### config.mk
export PLATFORM = sky130hd
export DESIGN_NAME = gb_fb_arbiter
export DESIGN_NICKNAME = d
export VERILOG_FILES = /design/src/rtl/gb_fb_arbiter.sv
export SDC_FILE = /design/constraint.sdc
export NUM_CORES = 1
export LEC_CHECK = 0
export CAP_MARGIN = 15
export CORE_MARGIN = 2
export CORE_UTILIZATION = 35
export DETAILED_ROUTE_END_ITERATION = 6
export SLEW_MARGIN = 0
export SYNTH_ARGS = -nofsm -noshare
export SYNTH_HDL_FRONTEND = slang
export SYNTH_SLANG_ARGS = --single-unit
export TNS_END_PERCENT = 30
### constraint.sdc
create_clock -name clk -period 10.3 [get_ports clk]
set_clock_uncertainty 0.15 [all_clocks]
set_input_delay 1.03 -clock clk [delete_from_list [all_inputs] [get_ports clk]]
set_output_delay 1.03 -clock clk [all_outputs]
set_load 0.1 [all_outputs]
### src/rtl/gb_fb_arbiter.sv
// Shares the single-port Game Boy framebuffer RAM between scanout reads, which
// always win, and PPU writes, which wait in a small FIFO for free cycles.
module gb_fb_arbiter #(
    parameter int GB_W        = 160,
    parameter int GB_H        = 144,
    parameter int ADDR_W      = 15,
    parameter int WFIFO_DEPTH = 4
) (
    input  logic              clk,
    input  logic              rst,
    input  logic              frame_start,
    input  logic              scan_en,
    input  logic [7:0]        scan_x,
    input  logic [7:0]        scan_y,
    output logic [1:0]        scan_pixel,
    output logic              scan_valid,
    input  logic              wr_valid,
    output logic              wr_ready,
    input  logic [7:0]        wr_x,
    input  logic [7:0]        wr_y,
    input  logic [1:0]        wr_data,
    output logic [7:0]        wr_drop_cnt,
    output logic [ADDR_W-1:0] mem_addr,
    output logic              mem_we,
    output logic [1:0]        mem_wdata,
    input  logic [1:0]        mem_rdata
);
    localparam int PTR_W = $clog2(WFIFO_DEPTH);
    localparam int CNT_W = PTR_W + 1;
    localparam logic [CNT_W-1:0] FULL  = CNT_W'(WFIFO_DEPTH);
    localparam logic [7:0]       W_LIM = 8'(GB_W);
    localparam logic [7:0]       H_LIM = 8'(GB_H);

    typedef enum logic [1:0] {
        SLOT_IDLE,
        SLOT_READ,
        SLOT_WRITE
    } slot_t;

    // y*160 + x without a multiplier; shared by both clients.
    function automatic logic [ADDR_W-1:0] pix_addr(input logic [7:0] x, input logic [7:0] y);
        logic [16:0] sum;
        sum = ({9'd0, y} << 7) + ({9'd0, y} << 5) + {9'd0, x};
        return sum[ADDR_W-1:0];
    endfunction

    logic [ADDR_W-1:0] fifo_addr [WFIFO_DEPTH];
    logic [1:0]        fifo_data [WFIFO_DEPTH];
    logic [PTR_W-1:0]  wr_ptr;
    logic [PTR_W-1:0]  rd_ptr;
    logic [CNT_W-1:0]  count;
    logic              tag_valid;
    logic [ADDR_W-1:0] tag_addr;
    logic              rd_pend1;
    logic              rd_pend2;
    logic              en_d1;
    logic              en_d2;
    logic [ADDR_W-1:0] scan_addr;
    logic [ADDR_W-1:0] wr_addr;
    logic              wr_in_range;
    logic              accept;
    logic              push;
    logic              pop;
    slot_t             slot;

    assign scan_addr   = pix_addr(scan_x, scan_y);
    assign wr_addr     = pix_addr(wr_x, wr_y);
    assign wr_in_range = (wr_x < W_LIM) && (wr_y < H_LIM);
    assign wr_ready    = (count != FULL);
    assign accept      = wr_valid && wr_ready;
    assign push        = accept && wr_in_range;
    assign pop         = (slot == SLOT_WRITE);

    always_comb begin
        slot = SLOT_IDLE;
        if (scan_en && (!tag_valid || (scan_addr != tag_addr)))
            slot = SLOT_READ;
        else if (count != '0)
            slot = SLOT_WRITE;
    end

    always_ff @(posedge clk) begin
        if (!rst) begin
            wr_ptr <= '0;
            rd_ptr <= '0;
            count  <= '0;
        end else begin
            if (push) begin
                fifo_addr[wr_ptr] <= wr_addr;
                fifo_data[wr_ptr] <= wr_data;
                wr_ptr            <= wr_ptr + PTR_W'(1);
            end
            if (pop)
                rd_ptr <= rd_ptr + PTR_W'(1);
            count <= count + CNT_W'(push) - CNT_W'(pop);
        end
    end

    always_ff @(posedge clk) begin
        if (!rst) begin
            mem_addr  <= '0;
            mem_we    <= 1'b0;
            mem_wdata <= 2'b00;
        end else begin
            mem_we <= 1'b0;
            case (slot)
                SLOT_READ: mem_addr <= scan_addr;
                SLOT_WRITE: begin
                    mem_addr  <= fifo_addr[rd_ptr];
                    mem_wdata <= fifo_data[rd_ptr];
                    mem_we    <= 1'b1;
                end
                default: ;
            endcase
        end
    end

    // A new frame or a blanked line forces the next scanned pixel to be re-read.
    always_ff @(posedge clk) begin
        if (!rst) begin
            tag_valid <= 1'b0;
            tag_addr  <= '0;
        end else if (slot == SLOT_READ) begin
            tag_valid <= 1'b1;
            tag_addr  <= scan_addr;
        end else if (frame_start || !scan_en) begin
            tag_valid <= 1'b0;
        end
    end

    always_ff @(posedge clk) begin
        if (!rst) begin
            rd_pend1    <= 1'b0;
            rd_pend2    <= 1'b0;
            en_d1       <= 1'b0;
            en_d2       <= 1'b0;
            scan_valid  <= 1'b0;
            scan_pixel  <= 2'b00;
            wr_drop_cnt <= 8'd0;
        end else begin
            rd_pend1   <= (slot == SLOT_READ);
            rd_pend2   <= rd_pend1;
            en_d1      <= scan_en;
            en_d2      <= en_d1;
            scan_valid <= en_d2;
            if (rd_pend2)
                scan_pixel <= mem_rdata;
            if (accept && !wr_in_range && (wr_drop_cnt != 8'hFF))
                wr_drop_cnt <= wr_drop_cnt + 8'd1;
        end
    end

endmodule

==> results.cfg <==
[timing]
slew_violations = 0
fin_tns_setup_ns = 0
finalCritPeriodShare_pct = 51.8
grt_setup_unrepaired = no
min_period_ns = 5.34
worst_slew_pin_slew_ns = 1.01
setup_ws_ns = 4.96
hold_violations = 0
fmax_mhz = 187
finalSetupViolCount = 0
maxSlewHeadroom_pct = 32.6

[detailed_routing]
first_pass_iters = 4
met2WireLength_mm = 6.31
ant_nets = 0
dr.max_layer_used = met4
wl_mm = 12.9
drc_errors = 0
wl_met3_um = 598
vias = 4132
route.layer.met1.wl_mm = 5.84
drtIter0Drc = 324
viasPerCell = 5.10
wire_per_inst_um = 16.0

[place]
io_buffers = 70
gp_congestion = 0.849
pre_cts_ws_ns = 4.56
dpl_cell_area_mm2 = 0.00704
hpwlAfterDp_mm = 9.18

[die]
die_w_um = 137
die_area_mm2 = 0.0187
die_y_um = 137
coreArea_mm2 = 0.0172
initial_core_util_pct = 35.7
floorplan.rows = 48
pin_count = 71

[logic_synthesis]
ys.warnings.count = 0
synth_edf_count = 68
postSynthCellCount = 504
avgSynthCellArea_um2 = 12.2
ys_seq_area_share_pct = 52.0
ys_ff_latch = 126
syn_nets = 587
syn_area_mm2 = 0.00615
synth.distinct_cells = 54
synth_ff_type = edfxtp_1
async_reset_ff_share_pct = 0

[hold_path]
holdPathStages = 1
hold_path.class = reg2reg

[clocking]
cts_made_buffers = 17
clock_latency_ns = 0.41
postCtsSetupBuffers = 0
post_cts_resized = 0
clock_sinks = 126
clk_pin_slew_ns = 0.05
cts_tree = yes
cts_root_buf = clkbuf_16
clk_path_buf_depth = 2
cts_htree_levels = 4
ctsHoldBuffers = 0

[power]
p_leak_nw = 2.77
ir_worst_vdd_v = 0.000126
p_total_mw = 1.86
p_per_area_mw_per_mm2 = 243

[setup_path]
worst_setup_path_start_kind = input port
cp_common_cell = fa_1
critPathMaxFanout = 3
crit_buf_inv = 3
cp_num_cells = 17
endpoint_kind = flip-flop
cp_data_arrival_time_ns = 5.44
critPathMaxStageDelay_ns = 0.61
crit_family = adder cells
required_ns = 10.40
crit_chain = clkdlybuf4s50_1 > fa_1 > inv_1 > fa_1 > xor2_1 > nand3_1 > or4_4 > or4_4 > o21ai_2 > and2_1 > ha_1 > inv_1 > ha_1 > fa_1 > xnor2_1 > xnor2_1 > nor2_1
path_class = in2reg
slowest_stage = fa_1
rr_worst_depth = 14
regToRegSetupSlack_ns = 6.72

[grt]
grt_max_degree = 46
antenna_found_initial = 0
gr-usage-all-layers_pct = 14.6
grt_pass1_vias = 4133
gr-total-overflow = 0
grt_first_pass_wirelength_mm = 20.7

[cells_and_area]
fill_cells = 1550
synthToLayoutAreaGrowth_pct = 24.5
antenna_cells = 0
multiInputGateArea_mm2 = 0.00276
fin_nets = 655
layout.cells.most_common = clkdlybuf4s50_1
drive_above_1_share_pct = 10.3
final_area_mm2 = 0.00766
layout_common_cells = clkdlybuf4s50_1 (70), edfxtp_1 (68), dfxtp_1 (58), nand2_1 (57), ha_1 (37)
register_area_mm2 = 0.00320

[run]
drv_cap = 0

[status]
status = complete, no violations
## power breakdown
part / switching, mW / internal (mW)
sequential: 0.0592 / 0.585
clock: 0.219 / 0.406
combinational: 0.376 / 0.218
total: 0.654 / 1.21
## registers in the layout, indices dropped and copies added, names as in the netlist, named ones only
| register | cells |
|---|---|
| scan_valid | 1 |
| wr_drop_cnt | 8 |
| count | 3 |
| rd_pend1 | 1 |
| rd_pend2 | 1 |
| tag_valid | 1 |
| mem_we | 1 |
| en_d1 | 1 |
| mem_wdata | 2 |
| en_d2 | 1 |
| fifo_data | 8 |
| mem_addr | 15 |
| wr_ptr | 2 |
| scan_pixel | 2 |
| rd_ptr | 2 |
| fifo_addr | 60 |
| tag_addr | 15 |
## Yosys cell counts, drive strengths merged (3+ instances only)
cell type	instances	area share, %
nand2	57	3.5
xnor2	23	3.3
inv	19	1.2
a32oi	4	0.57
edfxtp	68	33
a32o	23	3.7
mux4	17	6.2
mux2i	5	0.81
and2	17	1.8
nand4	5	0.51
a21oi	18	1.5
or3	3	0.30
ha	37	7.5
buf	10	1.2
nor2	25	1.5
and3	4	0.41
o211ai	5	0.61
xor2	11	1.6
nand2b	5	0.51
a21o	3	0.37
a211oi	3	0.37
o21bai	3	0.37
o21ai	10	1.1
fa	5	1.6
o2bb2ai	6	0.85
clkbuf	14	0.85
nor4	3	0.30
o2111ai	3	0.43
nor3	6	0.49
dfxtp	58	19
nand3	13	1.1
## final cells by class
class | count | share of cell area (%)
repair buffers | 73 | 9.44
inverters | 19 | 0.964
well taps | 225 | 3.68
multi-input cells | 335 | 36.0
clock inverters | 13 | 2.45
flip-flops and latches | 126 | 41.8
clock buffers | 19 | 5.65
## metrics by stage
stage | hold WS, ns | std cells | utilization [%]
after detailed placement | 0.271 | 778 | 40.8
after global placement | 0.273 | 778 | 40.8
after floorplan | 0.262 | 504 | -
after global routing | 0.312 | 810 | 44.4
after CTS | 0.286 | 810 | 44.4
final | 0.283 | 810 | 44.4
## worst register-to-register path: stages, from the launching register on
cell and delay [ns]:
dfxtp_1 0.34, or4b_2 0.68, a21oi_1 0.24, a211oi_1 0.09, o221ai_1 0.22, or4_4 0.22, o21ai_2 0.06, and2_1 0.17
ha_1 0.26, inv_1 0.04, ha_1 0.19, fa_1 0.38, xnor2_1 0.19, xnor2_1 0.14, nor2_1 0.06
## kinds of logic after synthesis
family,synth area share (%)
adders and majority gates,9.15
and+or+nand+nor,11.6
buffers and inverters,3.23
xor gates and xnor gates,5.20
DFF,52.0
AOI/OAI and AO/OA,11.7
muxes,7.03
## final timing paths
check / start / end
max: scan_y[0] / count[2]
min: rd_pend1 / rd_pend2
max reg2reg: tag_addr[11] / count[2]
min reg2reg: rd_pend1 / rd_pend2
## routing by layer
| metal | up-vias | track usage [%] |
|---|---|---|
| li1 | 2024 | - |
| met1 | 1999 | 19.0 |
| met2 | 99 | 23.5 |
| met3 | 10 | 3.15 |
| met4 | 0 | 6.02 |
| met5 | - | 0 |
Power figures use the tool's default switching activity.
